$ cat src/rtl/timeslot_arbiter_if.sv
// Bundle of request, grant and monitoring signals shared between the requesting agents
// and the time-slot arbiter.
interface timeslot_arbiter_if #(
   parameter int R = 4,
   parameter int N = 8
);
   localparam int W = (R > 1) ? $clog2(R) : 1;

   logic [R-1:0] req;
   logic [R-1:0] rel;
   logic [N-1:0] quantum;
   logic [R-1:0] grant;
   logic         busy;
   logic [W-1:0] owner;
   logic [N-1:0] remaining;
   logic         expire;

   modport master (
      output req, rel, quantum,
      input  grant, busy, owner, remaining, expire
   );

   modport slave (
      input  req, rel, quantum,
      output grant, busy, owner, remaining, expire
   );
endinterface

$ cat src/rtl/timeslot_arbiter.sv
// Round-robin time-slot arbiter: one requester at a time owns the resource for up to
// quantum cycles, followed by a dead GAP cycle and an IDLE arbitration cycle.
module timeslot_arbiter #(
   parameter int R = 4,
   parameter int N = 8
) (
   input  logic                clock,
   input  logic                reset,
   timeslot_arbiter_if.slave   bus
);
   localparam int W = (R > 1) ? $clog2(R) : 1;
   localparam logic [W:0]   R_EXT = (W+1)'(R);
   localparam logic [W-1:0] LAST  = W'(R - 1);

   typedef enum logic [1:0] {IDLE, GRANT, GAP} state_t;

   state_t       state_reg;
   logic [W-1:0] ptr_reg;
   logic [W-1:0] owner_reg;
   logic [R-1:0] grant_reg;
   logic         busy_reg;
   logic         expire_reg;
   logic [N-1:0] remaining_reg;

   logic [W-1:0] sel;
   logic         found;
   logic [W:0]   cand;
   logic [R-1:0] owner_dec;
   logic [R-1:0] sel_dec;
   logic         rel_own;
   logic         req_own;
   logic         timeout;
   logic         slot_end;

   // Decoders: only the owner's rel/req bits matter; sel_dec is the grant to load.
   generate
      for (genvar gi = 0; gi < R; gi++) begin : g_dec
         assign owner_dec[gi] = (owner_reg == W'(gi));
         assign sel_dec[gi]   = (sel == W'(gi));
      end
   endgenerate

   assign rel_own  = |(bus.rel & owner_dec);
   assign req_own  = |(bus.req & owner_dec);
   assign timeout  = (remaining_reg == N'(1));
   assign slot_end = rel_own || !req_own || timeout;

   // First requester at or after ptr, wrapping modulo R.
   always_comb begin
      sel   = '0;
      found = 1'b0;
      cand  = '0;
      for (int i = 0; i < R; i++) begin
         cand = {1'b0, ptr_reg} + (W+1)'(i);
         if (cand >= R_EXT)
            cand = cand - R_EXT;
         if (!found && bus.req[cand[W-1:0]]) begin
            found = 1'b1;
            sel   = cand[W-1:0];
         end
      end
   end

   always_ff @(posedge clock or posedge reset) begin
      if (reset) begin
         state_reg     <= IDLE;
         ptr_reg       <= '0;
         owner_reg     <= '0;
         grant_reg     <= '0;
         busy_reg      <= 1'b0;
         expire_reg    <= 1'b0;
         remaining_reg <= '0;
      end else begin
         expire_reg <= 1'b0;
         case (state_reg)
            IDLE: begin
               if (found) begin
                  state_reg     <= GRANT;
                  owner_reg     <= sel;
                  grant_reg     <= sel_dec;
                  busy_reg      <= 1'b1;
                  remaining_reg <= (bus.quantum == '0) ? N'(1) : bus.quantum;
               end
            end
            GRANT: begin
               if (slot_end) begin
                  state_reg     <= GAP;
                  grant_reg     <= '0;
                  busy_reg      <= 1'b0;
                  remaining_reg <= '0;
                  ptr_reg       <= (owner_reg == LAST) ? '0 : owner_reg + W'(1);
                  // Only a pure timeout counts as an expiry.
                  expire_reg    <= timeout && !rel_own && req_own;
               end else begin
                  remaining_reg <= remaining_reg - N'(1);
               end
            end
            GAP: begin
               state_reg <= IDLE;
            end
            default: begin
               state_reg <= IDLE;
            end
         endcase
      end
   end

   assign bus.grant     = grant_reg;
   assign bus.busy      = busy_reg;
   assign bus.owner     = owner_reg;
   assign bus.remaining = remaining_reg;
   assign bus.expire    = expire_reg;
endmodule

$ cat src/flat_wrapper.sv
// flat-port wrapper written by rule: the top's interface ports become plain ports
module timeslot_arbiter_flat 
#(
   parameter int R = 4,
   parameter int N = 8
)
  (clock, reset, bus_req, bus_rel, bus_quantum, bus_grant, bus_busy, bus_owner, bus_remaining, bus_expire);
  timeslot_arbiter_if #(.R(R), .N(N)) bus_i ();
  input  logic clock;
  input  logic reset;
  input wire logic [$bits(bus_i.req)-1:0] bus_req;
  input wire logic [$bits(bus_i.rel)-1:0] bus_rel;
  input wire logic [$bits(bus_i.quantum)-1:0] bus_quantum;
  output wire logic [$bits(bus_i.grant)-1:0] bus_grant;
  output wire logic [$bits(bus_i.busy)-1:0] bus_busy;
  output wire logic [$bits(bus_i.owner)-1:0] bus_owner;
  output wire logic [$bits(bus_i.remaining)-1:0] bus_remaining;
  output wire logic [$bits(bus_i.expire)-1:0] bus_expire;
  assign bus_i.req = bus_req;
  assign bus_i.rel = bus_rel;
  assign bus_i.quantum = bus_quantum;
  assign bus_grant = bus_i.grant;
  assign bus_busy = bus_i.busy;
  assign bus_owner = bus_i.owner;
  assign bus_remaining = bus_i.remaining;
  assign bus_expire = bus_i.expire;
  timeslot_arbiter #(.R(R), .N(N)) u_core (.clock(clock), .reset(reset), .bus(bus_i));
endmodule
$ cat config.mk
export PLATFORM = sky130hd
export DESIGN_NAME = timeslot_arbiter_flat
export DESIGN_NICKNAME = d
export VERILOG_FILES = /design/src/rtl/timeslot_arbiter_if.sv /design/src/rtl/timeslot_arbiter.sv /design/src/flat_wrapper.sv
export SDC_FILE = /design/constraint.sdc
export NUM_CORES = 1
export LEC_CHECK = 0
export ABC_AREA = 1
export BUFFER_PORTS_ARGS = -buffer_cell sky130_fd_sc_hd__clkbuf_2
export CORE_UTILIZATION = 45
export DETAILED_ROUTE_END_ITERATION = 10
export HOLD_SLACK_MARGIN = 0.05
export PLACE_DENSITY = 0.68
export SLEW_MARGIN = 20
export SYNTH_ARGS = -nofsm -noshare
export SYNTH_HDL_FRONTEND = slang
export SYNTH_SLANG_ARGS = --single-unit
$ cat constraint.sdc
create_clock -name clock -period 1.97 [get_ports clock]
set_input_delay 0.197 -clock clock [delete_from_list [all_inputs] [get_ports clock]]
set_output_delay 0.197 -clock clock [all_outputs]
set_load 0.02 [all_outputs]
==> flow_summary.yaml <==
critical_path:
  cp_max_fo: 15
  critical_path.endpoint_type: "register"
  crit_required_ns: 2.17
  rr_endpoint: "u_core.bus.remaining[3]$_DFFE_PP0P_"
  crit_path_start_kind: "register"
  cp.arrival_ns: 1.89
  critPathKind: "register to register"
  reg2reg_slack_ns: 0.28
  worstRegToRegCells: 11
  r2r-start: "u_core.ptr_reg[0]$_DFFE_PP0P_"
floorplan:
  initial_utilization_pct: 48.8
  die_area_sq_mm: 0.00363
  num_io_pins: 34
  die-width_um: 60.2
  core_area_sq_mm: 0.00313
  die_y_um: 60.2
  num_rows: 20
drt:
  dr_wl_met3_um: 85
  drtPass1Iterations: 4
  drtIter0Drc: 40
  routed_wl_mm: 3.19
  met2_length_mm: 1.42
  wire_per_inst_um: 10.9
  wl_met1_mm: 1.67
  via_per_inst: 4.68
  vias: 1375
  drc: 0
  highest_layer: "met4"
  final_antenna_net_count: 0
sta:
  max_slew_margin_pct: 48.0
  rsz0062_at_grt: "no"
  drv_slew: 0
  fmax_mhz: 591
  fin_crit_sh_pct: 85.9
  hold_violations: 0
  worstMarginPinSlew_ns: 0.778
  min_period_ns: 1.69
  tns_ns: 0
  skew_ns: 0.00829
  setup_viol: 0
grt:
  grt_max_degree: 21
  grt_pass1_vias: 1209
  grt_util_all_layers_pct: 20.0
  grt_overflow: 0
  grt_pass1_wl_mm: 5.41
  antenna_found_initial: 0
layout:
  final_area_sq_mm: 0.00181
  fin_nets: 275
  final_common_cell: "nand2_1"
  largest_reg_flops: 8
  layout_common_cells: "nand2_1 (79), clkbuf_2 (33), inv_1 (21)"
  num_antenna_cells: 0
  drive_above_1_share_pct: 29.6
  area.growth.synth_to_final_pct: 18.6
logic_synthesis:
  syn_area_per_cell_sq_um: 7.16
  synthMuxAreaShare_pct: 0
  synth_area_sq_mm: 0.00153
  synth_compound_area_share_pct: 8.37
  ys_types: 26
  synth_fp_nets: 237
  synth_top_family_by_area: "simple AND/OR/NAND/NOR gates"
  ys_seq_elements: 20
  ys_seq_area_share_pct: 32.8
  synth_xor_area_share_pct: 3.45
  syn_inst: 213
  synth_warnings: 0
  synth_fa_ha_area_share_pct: 4.92
  synthSimpleGateAreaFrac_pct: 42.5
clock_network:
  cts_tree: "yes"
  clkTransAtPathRegs_ns: 0.13
  clk_latency_ns: 0.31
  cts_buffers: 3
  clk_path_buf_depth: 2
  htree_levels: 1
  post_cts_buffers: 0
  root_buffer: "clkbuf_4"
  clock_sinks: 20
min_path:
  hold_class: "primary input to register"
  min_path_cells: 5
  holdPathEnd: "u_core.bus.remaining[6]$_DFFE_PP0P_"
  hold_start: "bus_quantum[6]"
power:
  seqPwrFrac_pct: 23.5
  comb_power_share_pct: 66.1
  p_sw_w: 0.00174
  ir_drop_v: 0.00101
  p_sw_share_pct: 53.1
  cellPowerDensity_mw_per_mm2: 1810
  power.share.clock_pct: 10.5
  p_leak_nw: 1.01
  power.internal_w: 0.00154
status:
  status: "complete, no violations"
placed_design:
  dpl_cell_area_sq_mm: 0.00173
  port_buffers: 33
  post-dp-hpwl_mm: 2.56
  gp_congestion: 0.863
run:
  max_cap_viol_count: 0
## repair_timing
action / in CTS / in global routing
hold buffers: 1 / 0
hold endpoints to repair: 20 / 0
resized for setup: 0 / 4
endpoints found under the setup margin: 0 / 5
## Yosys cell counts
master,instances,area share [%]
nand2_1,80,20
inv_1,21,5.2
dfrtp_1,20,33
nand3_1,14,4.6
nor2_1,12,3.0
nand2_2,8,3.3
o21ai_0,7,2.3
o21ai_2,7,4.0
ha_1,6,4.9
nand2_4,6,4.4
xor2_1,5,2.9
inv_2,4,0.98
nor3_1,4,1.3
and2_1,2,0.82
buf_6,2,1.5
nand3_2,2,1.3
nand4_1,2,0.82
nor2_2,2,0.82
o21ai_1,2,0.66
a21oi_1,1,0.33
a31o_2,1,0.57
buf_2,1,0.33
nand3_4,1,1.1
nor2_8,1,1.3
o31ai_1,1,0.49
xnor2_1,1,0.57
## power groups by stage
stage	logic [W]	clock network, W	registers, W
5_1_grt	0.00245	0.000360	0.000802
6_report	0.00216	0.000343	0.000768
2_1_floorplan	0.00159	0	0.000887
3_5_place_dp	0.00214	0	0.000775
4_1_cts	0.00216	0.000343	0.000767
3_3_place_gp	0.00212	0	0.000771
## per-stage QoR
step / util [%] / cells / worst slack [ns] / total power (W) / hold WS (ns)
3_5_place_dp: 55.4 / 289 / 0.187 / 0.00292 / 0.367
3_3_place_gp: 55.4 / 289 / 0.253 / 0.00289 / 0.357
5_1_grt: 57.8 / 294 / 0.0561 / 0.00361 / 0.216
6_report: 57.8 / 294 / 0.277 / 0.00328 / 0.199
2_1_floorplan: - / 213 / 0.277 / 0.00248 / 0.161
4_1_cts: 57.4 / 294 / 0.150 / 0.00327 / 0.207
## cell families after synthesis
| kind of cell | count (synthesis) |
|---|---|
| buf+inv | 28 |
| fa+ha+maj | 6 |
| xor+xnor | 6 |
| flops | 20 |
| simple gates | 134 |
| compound gates | 19 |
## worst max-delay path by stage
stage	startpoint	to	slack, ns	cells past startpoint
3_3_place_gp	u_core.bus.owner[0]$_DFFE_PP0P_	u_core.bus.grant[1]$_DFFE_PP0P_	0.25	12
6_report	u_core.ptr_reg[0]$_DFFE_PP0P_	u_core.bus.remaining[3]$_DFFE_PP0P_	0.28	11
5_1_grt	u_core.bus.owner[1]$_DFFE_PP0P_	u_core.bus.remaining[1]$_DFFE_PP0P_	0.06	10
4_1_cts	u_core.bus.owner[0]$_DFFE_PP0P_	u_core.bus.grant[0]$_DFFE_PP0P_	0.15	12
2_1_floorplan	u_core.bus.owner[0]$_DFFE_PP0P_	u_core.bus.grant[0]$_DFFE_PP0P_	0.28	12
3_5_place_dp	u_core.bus.owner[0]$_DFFE_PP0P_	u_core.bus.grant[0]$_DFFE_PP0P_	0.19	12
## area by class of cell
type / count / area (sq um)
fill: 330 / 1320
clock buffer: 3 / 22.5
timing repair buffer: 36 / 190
inverter: 25 / 93.8
clock inverter: 1 / 30.0
tap: 44 / 55.1
sequential: 20 / 502
multi-input combinational: 165 / 916
## worst max-delay path, stage by stage (launching register included)
cell	delay, ns
dfrtp_1	0.54
inv_2	0.14
nand2_1	0.08
nand2_1	0.08
nand2_2	0.11
nand2_4	0.07
nor2_8	0.10
nand3_4	0.09
nand2_4	0.08
nand2_4	0.13
nand2_1	0.12
o21ai_2	0.05
## per-layer routing
layer  vias to the layer above  track usage [%]
li1                        740                -
met1                       615             29.9
met2                        18             30.3
met3                         2             3.25
met4                         0             3.99
met5                         -                0
Note: power is estimated with default switching activity, not from simulation.
